[src/rtl/scr1_dmi_arb_pkg.sv]
// Shared DMI arbiter types: arbiter state, transaction owner and the DMI command layout.
// Default widths follow the codebase DMI address/data widths.
package scr1_dmi_arb_pkg;

   localparam int SCR1_DBG_DMI_ADDR_WIDTH = 7;
   localparam int SCR1_DBG_DMI_DATA_WIDTH = 32;

   typedef enum logic {
      ARB_IDLE = 1'b0,
      ARB_BUSY = 1'b1
   } arb_state_e;

   typedef enum logic {
      OWN_D = 1'b0,
      OWN_S = 1'b1
   } arb_owner_e;

   typedef struct packed {
      logic                               wr;
      logic [SCR1_DBG_DMI_ADDR_WIDTH-1:0] addr;
      logic [SCR1_DBG_DMI_DATA_WIDTH-1:0] wdata;
   } dmi_cmd_t;

   // Round-robin pick: D wins when it is the only candidate or when S was served last.
   function automatic logic arb_pick_d(input logic cand_d, input logic cand_s,
                                       input arb_owner_e last);
      return cand_d & (~cand_s | (last == OWN_S));
   endfunction

endpackage

[src/rtl/scr1_dmi_arb_pend.sv]
// Single-entry holding buffer for a DTM command; flags a request that cannot be accepted.
module scr1_dmi_arb_pend
   import scr1_dmi_arb_pkg::*;
#(
   parameter int AW = SCR1_DBG_DMI_ADDR_WIDTH,
   parameter int DW = SCR1_DBG_DMI_DATA_WIDTH
) (
   input  logic          clk,
   input  logic          rst_n,
   input  logic          load,
   input  logic          clr,
   input  logic          inflight,
   input  logic          ld_wr,
   input  logic [AW-1:0] ld_addr,
   input  logic [DW-1:0] ld_wdata,
   output logic          full,
   output logic          wr,
   output logic [AW-1:0] addr,
   output logic [DW-1:0] wdata,
   output logic          overrun
);

   logic          full_r;
   logic          wr_r;
   logic [AW-1:0] addr_r;
   logic [DW-1:0] wdata_r;

   // A pulse is lost if the slot is occupied or the DTM already owns the DM.
   assign overrun = load & (full_r | inflight);

   // Holds the command until the arbiter grants D.
   always_ff @(posedge clk or negedge rst_n) begin
      if (!rst_n) begin
         full_r  <= 1'b0;
         wr_r    <= 1'b0;
         addr_r  <= {AW{1'b0}};
         wdata_r <= {DW{1'b0}};
      end else if (clr) begin
         full_r <= 1'b0;
      end else if (load & ~overrun) begin
         full_r  <= 1'b1;
         wr_r    <= ld_wr;
         addr_r  <= ld_addr;
         wdata_r <= ld_wdata;
      end
   end

   assign full  = full_r;
   assign wr    = wr_r;
   assign addr  = addr_r;
   assign wdata = wdata_r;

endmodule

[src/rtl/scr1_dmi_arb.sv]
// DMI arbiter between the JTAG DTM (D) and a system debug port (S) in front of the Debug Module.
// Define SCR1_DMI_ARB_TIMEOUT_EN to abort DM transactions that see no response.
module scr1_dmi_arb
   import scr1_dmi_arb_pkg::*;
#(
   parameter int AW             = SCR1_DBG_DMI_ADDR_WIDTH,
   parameter int DW             = SCR1_DBG_DMI_DATA_WIDTH,
   parameter int TIMEOUT_CYCLES = 256
) (
   input  logic          clk,
   input  logic          rst_n,
   input  logic          dtm_req,
   input  logic          dtm_wr,
   input  logic [AW-1:0] dtm_addr,
   input  logic [DW-1:0] dtm_wdata,
   output logic          dtm_resp,
   output logic [DW-1:0] dtm_rdata,
   output logic          dtm_busy,
   output logic          dtm_err,
   input  logic          dtm_err_clr,
   input  logic          sys_req,
   input  logic          sys_wr,
   input  logic [AW-1:0] sys_addr,
   input  logic [DW-1:0] sys_wdata,
   output logic          sys_resp,
   output logic [DW-1:0] sys_rdata,
   output logic          sys_err,
   output logic          dm_req,
   output logic          dm_wr,
   output logic [AW-1:0] dm_addr,
   output logic [DW-1:0] dm_wdata,
   input  logic          dm_resp,
   input  logic [DW-1:0] dm_rdata
);

   arb_state_e    state_r;
   arb_owner_e    owner_r;
   arb_owner_e    last_r;
   logic          dm_req_r;
   logic          dm_wr_r;
   logic [AW-1:0] dm_addr_r;
   logic [DW-1:0] dm_wdata_r;
   logic          dtm_resp_r;
   logic [DW-1:0] dtm_rdata_r;
   logic          dtm_err_r;

   logic          pend_full_s;
   logic          pend_wr_s;
   logic [AW-1:0] pend_addr_s;
   logic [DW-1:0] pend_wdata_s;
   logic          overrun_s;
   logic          busy_s;
   logic          own_d_s;
   logic          own_s_s;
   logic          pick_d_s;
   logic          gnt_d_s;
   logic          gnt_s_s;
   logic          tmo_s;
   logic          done_s;
   logic          err_set_s;

   assign busy_s    = (state_r == ARB_BUSY);
   assign own_d_s   = busy_s & (owner_r == OWN_D);
   assign own_s_s   = busy_s & (owner_r == OWN_S);
   assign pick_d_s  = arb_pick_d(pend_full_s, sys_req, last_r);
   assign gnt_d_s   = ~busy_s & pick_d_s;
   assign gnt_s_s   = ~busy_s & sys_req & ~pick_d_s;
   assign done_s    = busy_s & (dm_resp | tmo_s);
   assign err_set_s = overrun_s | (own_d_s & tmo_s);

   scr1_dmi_arb_pend #(.AW(AW), .DW(DW)) u_pend (
      .clk      (clk),
      .rst_n    (rst_n),
      .load     (dtm_req),
      .clr      (gnt_d_s),
      .inflight (own_d_s),
      .ld_wr    (dtm_wr),
      .ld_addr  (dtm_addr),
      .ld_wdata (dtm_wdata),
      .full     (pend_full_s),
      .wr       (pend_wr_s),
      .addr     (pend_addr_s),
      .wdata    (pend_wdata_s),
      .overrun  (overrun_s)
   );

`ifdef SCR1_DMI_ARB_TIMEOUT_EN
   localparam int CW = ($clog2(TIMEOUT_CYCLES) + 1 > 8) ? $clog2(TIMEOUT_CYCLES) + 1 : 8;
   localparam logic [CW-1:0] CNT_ONE  = CW'(1'b1);
   localparam logic [CW-1:0] CNT_LAST = CW'(TIMEOUT_CYCLES - 1);
   logic [CW-1:0] tmo_cnt_r;

   // Counts BUSY cycles that pass without a DM response.
   always_ff @(posedge clk or negedge rst_n) begin
      if (!rst_n) begin
         tmo_cnt_r <= {CW{1'b0}};
      end else if (gnt_d_s | gnt_s_s) begin
         tmo_cnt_r <= {CW{1'b0}};
      end else if (busy_s & ~dm_resp) begin
         tmo_cnt_r <= tmo_cnt_r + CNT_ONE;
      end
   end

   // A response arriving in the final cycle takes precedence over the abort.
   assign tmo_s   = busy_s & ~dm_resp & (tmo_cnt_r == CNT_LAST);
   assign sys_err = own_s_s & tmo_s;
`else
   assign tmo_s   = 1'b0;
   assign sys_err = 1'b0;
`endif

   assign sys_resp  = own_s_s & (dm_resp | tmo_s);
   assign sys_rdata = (own_s_s & dm_resp) ? dm_rdata : {DW{1'b0}};
   assign dtm_busy  = pend_full_s | own_d_s;

   // Arbiter FSM: grant in IDLE, hold the DM command in BUSY, route the D response.
   always_ff @(posedge clk or negedge rst_n) begin
      if (!rst_n) begin
         state_r     <= ARB_IDLE;
         owner_r     <= OWN_D;
         last_r      <= OWN_S;
         dm_req_r    <= 1'b0;
         dm_wr_r     <= 1'b0;
         dm_addr_r   <= {AW{1'b0}};
         dm_wdata_r  <= {DW{1'b0}};
         dtm_resp_r  <= 1'b0;
         dtm_rdata_r <= {DW{1'b0}};
         dtm_err_r   <= 1'b0;
      end else begin
         dtm_resp_r <= 1'b0;
         if (err_set_s) begin
            dtm_err_r <= 1'b1;
         end else if (dtm_err_clr) begin
            dtm_err_r <= 1'b0;
         end
         case (state_r)
            ARB_IDLE: begin
               if (gnt_d_s) begin
                  state_r    <= ARB_BUSY;
                  owner_r    <= OWN_D;
                  last_r     <= OWN_D;
                  dm_req_r   <= 1'b1;
                  dm_wr_r    <= pend_wr_s;
                  dm_addr_r  <= pend_addr_s;
                  dm_wdata_r <= pend_wdata_s;
               end else if (gnt_s_s) begin
                  state_r    <= ARB_BUSY;
                  owner_r    <= OWN_S;
                  last_r     <= OWN_S;
                  dm_req_r   <= 1'b1;
                  dm_wr_r    <= sys_wr;
                  dm_addr_r  <= sys_addr;
                  dm_wdata_r <= sys_wdata;
               end
            end
            ARB_BUSY: begin
               if (done_s) begin
                  state_r  <= ARB_IDLE;
                  dm_req_r <= 1'b0;
                  if (owner_r == OWN_D) begin
                     dtm_resp_r <= 1'b1;
                     if (dm_resp & ~dm_wr_r) begin
                        dtm_rdata_r <= dm_rdata;
                     end
                  end
               end
            end
            default: begin
               state_r  <= ARB_IDLE;
               dm_req_r <= 1'b0;
            end
         endcase
      end
   end

   assign dm_req    = dm_req_r;
   assign dm_wr     = dm_wr_r;
   assign dm_addr   = dm_addr_r;
   assign dm_wdata  = dm_wdata_r;
   assign dtm_resp  = dtm_resp_r;
   assign dtm_rdata = dtm_rdata_r;
   assign dtm_err   = dtm_err_r;

endmodule

[config.mk]
export PLATFORM = sky130hd
export DESIGN_NAME = scr1_dmi_arb
export DESIGN_NICKNAME = d
export VERILOG_FILES = /design/src/rtl/scr1_dmi_arb_pkg.sv /design/src/rtl/scr1_dmi_arb_pend.sv /design/src/rtl/scr1_dmi_arb.sv
export SDC_FILE = /design/constraint.sdc
export NUM_CORES = 1
export LEC_CHECK = 0
export ABC_AREA = 1
export BUFFER_PORTS_ARGS = -buffer_cell sky130_fd_sc_hd__buf_4
export CAP_MARGIN = 5
export CORE_MARGIN = 2
export CORE_UTILIZATION = 40
export CTS_CLUSTER_DIAMETER = 40
export DETAILED_ROUTE_END_ITERATION = 8
export PLACE_DENSITY = 0.76
export SLEW_MARGIN = 40
export SYNTH_ARGS = -nofsm -noshare
export SYNTH_HDL_FRONTEND = slang
export SYNTH_SLANG_ARGS = --single-unit
[constraint.sdc]
create_clock -name clk -period 2.1 [get_ports clk]
set_clock_uncertainty 0.05 [all_clocks]
set_input_delay 0.42 -clock clk [delete_from_list [all_inputs] [get_ports clk]]
set_output_delay 0.42 -clock clk [all_outputs]
set_load 0.005 [all_outputs]
-- Word level (Yosys, flattened, before mapping)
Index checks and enable logic that the tools add are counted.
- input bits: 118
- output and inout bits: 110
- register bits after elaboration: 119
- logic and storage cells: 66
- reductions and logical operators: 7
- mux-type cells: 23
- eq/ne operators: 2
- bitwise logic cells: 20
- operator list (cell ; number):
    two-way mux 32 bit ; 3
    two-way mux 1 bit ; 16
    two-way mux 7 bit ; 2
    AND 1 bit ; 11
    inverter 1 bit ; 7
    AND reduction 2 bit ; 3
    nonzero test 2 bit ; 3
    case mux 1 bit (2 select lines) ; 2
    AND reduction 4 bit ; 1
    != test 3 bit, second input constant ; 1
    != test 2 x 1 -> 1 bit, second input constant ; 1
    OR 1 bit ; 2

-- Depth between registers and ports, before layout
- depth after elaboration: 8
- gate-level depth with buffers: 7
- gate-level depth less buffers: 6

-- Cells and area by module
A second synthesis with hierarchy kept.
- cell total of the unflattened synthesis: 724
- area, all modules: 5733.0 sq um
- modules (own cells, without submodules) (module ; sequential area each (sq um) ; area an instance (sq um) ; instances ; cells each):
    scr1_dmi_arb ; 1953.1 ; 4058.9 ; 1 ; 544
    scr1_dmi_arb_pend ; 1026.0 ; 1674.1 ; 1 ; 180

-- Worst setup path after synthesis
No wires, ideal clock.
- path kind: reg2out
- from: register state_r (netlist: busy_s)
- to: output port sys_rdata[10]
- data required time: 1.630 ns
- arrival time: 1.009 ns
- path buffers: 1
- cell stages (with the launch flop): 6
- path slack: 0.621 ns
- cell sequence: dfrtp_1 -> nand2_2 -> nor2_1 -> inv_1 -> buf_2 -> nor2_1
- longest elaborated chain between the ends: 3
- RTL lines (element ; RTL line ; RTL):
    start: declaration ; scr1_dmi_arb.sv:36 ; arb_state_e state_r;
    start signal: assignment ; scr1_dmi_arb.sv:119 ; state_r <= ARB_IDLE;
    start signal: assignment ; scr1_dmi_arb.sv:139 ; state_r <= ARB_BUSY;
    start signal: assignment ; scr1_dmi_arb.sv:147 ; state_r <= ARB_BUSY;
    AND 1 bit ; scr1_dmi_arb.sv:64 ; assign own_s_s = busy_s & (owner_r == OWN_S);
    AND 1 bit ; n/a ;
    named net sys_resp ; scr1_dmi_arb.sv:25 ; output logic sys_resp,
    two-way mux 32 bit ; scr1_dmi_arb.sv:113 ; assign sys_rdata = (own_s_s & dm_resp) ? dm_rdata : {DW{1'b0}};
    end: declaration ; scr1_dmi_arb.sv:26 ; output logic [DW-1:0] sys_rdata,
The timed path passes the listed nets, and every way through them passes these cells.

-- Worst setup path in the final report
- from: register state_r (netlist: busy_s)
- to: output port sys_rdata[7]
- longest elaborated chain between the ends: 3
- RTL lines (element ; RTL line):
    AND 1 bit ; scr1_dmi_arb.sv:64
    AND 1 bit ; scr1_dmi_arb.sv:113
    two-way mux 32 bit ; scr1_dmi_arb.sv:113
No other way between the ends.

==> results by group <==
Timing
  – Worst slew pin tran: 0.708 ns
  – # setup viols final: 0
  – Crit share post-route: a little over nine tenths
  – Fin. max-slew vios: 0
  – Tmin final: slightly below 2 ns
  – Setup TNS: 0 ns
  – WHS: roughly 0.14 ns
  – Final Hold Vio Count: 0
  – RSZ-0062 raised after global routing: no
  – Max transition margin: 52.8%
  – Slack of the critical path: about 0.13 ns
  – Max Freq: a little over 500 MHz

Global route
  – Initial antenna violation count: 0
  – First-pass GRT wire length: about 24000 um
  – Top Usage Layer GRT: met2
  – Grt met3 use: under 10%
  – Vias in the first global route: between 4000 and 5000
  – Largest net degree at the start of global routing: 82
  – GR Overflow Total: 0
  – Grt met2 use: 33.9%
  – GRT Total Usage: approximately a fifth
  – GR Util met1: roughly a quarter

Floorplanning
  – Die extent in y: around 120 um
  – Core ar.: 13800 sq um
  – IO Count: approximately 230
  – Die W: about 120 um
  – Core Rows: 43
  – Die area: approximately 15000 sq um
  – Starting Density: about two fifths

Placement
  – GP Congestion: around 0.78
  – Port-buffer cells: between 200 and 250
  – Placement Setup Slack: ~0.36 ns
  – HPWL Detailed: 10400 um
  – Placed Cells: 1098
  – DP Area: 7450 sq um

Logic synthesis
  – Syn nets: 834
  – Synth cell types: 21
  – Mapped Area: ~5600 sq um
  – Synth warnings: 0
  – Post-Synth XOR/XNOR Area: 0%
  – Largest family of logic cells by synthesized area: simple AND/OR/NAND/NOR gates
  – Sequential area share after synthesis: a little over half
  – Post-synthesis adder-cell area fraction: 0%
  – Post-Synth Simple-Gate Area: a little under a quarter
  – #FFs+latches synth: about 120
  – Mux contribution to synthesized area: 0%
  – Mean Syn Cell Area: approximately 7.8 sq um
  – Complex-gate fraction of the synthesized area: between 7 and 8%
  – Mapped Cells: roughly 720

Clock tree
  – H-Tree Depth: 4
  – CTS Root Buffer Type: clkbuf_16
  – Total CTS buffers: 17
  – Clock Path Buffers: 2
  – CTS tree: built
  – Clock transition at path regs: approximately 0.050 ns
  – Skew-Pair Late Insertion Delay: ~0.4 ns
  – Clk sinks: approximately 120

Critical path
  – Worst setup EP type: primary output
  – Crit Path Class: reg -> out
  – CP Data Required Time: approximately 1.6 ns
  – Worst R2R Start: busy_s
  – Critical Path Fanout Max: 32
  – CP arrival: around 1.5 ns
  – Cells on worst reg2reg path: 7
  – Worst Setup Start Kind: register
  – R2R Path End: dm_wdata[3]
  – R2r setup slk: 0.53 ns

Worst hold path
  – Worst Hold Class: in -> reg
  – Hold path cells: 2
  – Worst Min Path Start: dtm_err_clr
  – Hold Path Sink: dtm_err

Final layout
  – # diodes: 0
  – Area growth, synth to finish: 44.1%
  – Final Non-Filler Cells: 1132
  – Final net count: approximately 1100
  – Post-route design area: about 8000 sq um
  – Share of layout cells above drive strength 1: between 30% and 40%

Detailed routing
  – Routed WL: about 15000 um
  – Vias: a little over 5000
  – WL/cell: 13.0 um
  – ANT nets after route: 0
  – # DRC: 0
  – DR pass1 iterations: 5
  – Via density: 4.50
  – Iteration-0 DRC Markers: around 250

Power and ir drop
  – Flop pwr share: 35.7%
  – NetSw: 0.00398 W
  – Pwr Density: 1400 nW/um^2
  – Peak supply drop: between 700 and 800 uV
  – Clk pwr share: between 20% and 30%
  – Sw Share: roughly 35%
  – Leak: about 4.7 nW
  – Cell internal pwr: a little over 0.007 W
  – Gate power share: about two fifths

Status
  – Status: finished clean

Job
  – Max-cap violations: 0
Yosys cell counts:
| cell type | count | area, sq um |
|---|---|---|
| buf_2 | 23 | 115 |
| buf_4 | 2 | 15.0 |
| buf_6 | 5 | 56.3 |
| clkbuf_1 | 7 | 26.3 |
| clkbuf_2 | 1 | 5.00 |
| conb_1 | 1 | 3.75 |
| dfrtp_1 | 118 | 2950 |
| dfstp_2 | 1 | 26.3 |
| inv_1 | 158 | 593 |
| inv_2 | 2 | 7.51 |
| nand2_1 | 202 | 758 |
| nand2_2 | 1 | 6.26 |
| nand2_4 | 1 | 11.3 |
| nand3_1 | 81 | 405 |
| nand3_2 | 1 | 10.0 |
| nor2_1 | 33 | 124 |
| nor2_2 | 1 | 6.26 |
| nor2_4 | 1 | 11.3 |
| o21ai_0 | 44 | 220 |
| o21ai_1 | 17 | 85.1 |
| o21ai_2 | 16 | 140 |
power groups by stage:
| stage | Clock (W) | Sequential (W) | Combinational, W |
|---|---|---|---|
| 6_report | 0.00276 | 0.00402 | 0.00447 |
| 5_1_grt | 0.00296 | 0.00416 | 0.00510 |
| 4_1_cts | 0.00284 | 0.00403 | 0.00453 |
| 3_5_place_dp | 0 | 0.00404 | 0.00452 |
| 3_3_place_gp | 0 | 0.00400 | 0.00439 |
| 2_1_floorplan | 0 | 0.00401 | 0.00241 |
per-stage QoR:
step	util (%)	power [W]
after floorplan	-	0.00642
after global placement	54.1	0.00840
after detailed placement	54.1	0.00855
after CTS	58.3	0.0114
after global routing	58.4	0.0122
final	58.4	0.0112
timing repair:
action                     CTS  global route
setup endpoints to repair   16             3
setup buffers                0             1
gates cloned                 0             0
hold buffers                 1             0
hold endpoints to repair    35             0
gates resized for setup      2             0
logic make-up after synthesis:
logic type,after synthesis
AND/OR/NAND/NOR,321
buffers and inverters,198
flip-flops,119
AO/OA/AOI/OAI,77
other,1
routing by layer:
layer | up-vias | routed length [um] | share of wire (%)
met1 | 2280 | 6130 | 41
met3 | 12 | 1320 | 8.9
met5 | - | 0 | 0
met4 | 0 | 184 | 1.2
met2 | 210 | 7140 | 48
li1 | 2589 | - | -
registers in the layout, summed over array words and instances (netlist names), 7 cells and up:
signal / count
dm_addr: 7
dm_wdata: 32
dtm_rdata: 32
u_pend.addr: 7
u_pend.wdata: 32
how the worst max path moves through the flow:
stage	from	to	slack (ns)	cells after the start
after floorplan	busy_s	sys_rdata[10]	0.62	5
after global placement	dm_resp	sys_rdata[5]	0.41	7
after detailed placement	dm_resp	sys_rdata[7]	0.36	7
after CTS	busy_s	sys_rdata[7]	0.06	6
after global routing	owner_r	sys_rdata[30]	0.006	6
final	busy_s	sys_rdata[7]	0.13	6
critical path: stages, from the launching register on:
cell and delay (ns):
dfrtp_2 0.40, nand2_2 0.10, nor2_1 0.06, inv_1 0.07, buf_6 0.23, nor2_1 0.09, buf_4 0.14
cell type report:
type                       count  area, sq um
fill                        1306         5740
sequential                   119         2980
timing repair buffer         242         1870
multi-input combinational    399         1790
inverter                     160          601
clock buffer                  22          464
tap                          180          225
clock inverter                10          103
placed cells by master, fill, tap and decap left out:
master / n
buf_12: 4
buf_4: 236
buf_6: 1
bufinv_16: 2
clkbuf_1: 3
clkbuf_16: 17
clkbuf_8: 2
clkinv_2: 7
clkinvlp_4: 1
conb_1: 1
dfrtp_1: 117
dfrtp_2: 1
dfstp_2: 1
dlygate4sd3_1: 1
inv_1: 158
inv_2: 2
nand2_1: 201
nand2_2: 2
nand2_4: 1
nand3_1: 81
nand3_2: 1
nor2_1: 33
nor2_2: 1
nor2_4: 1
o21ai_0: 44
o21ai_1: 17
o21ai_2: 15
o21ai_4: 1
(Power assumes the default switching activity.)
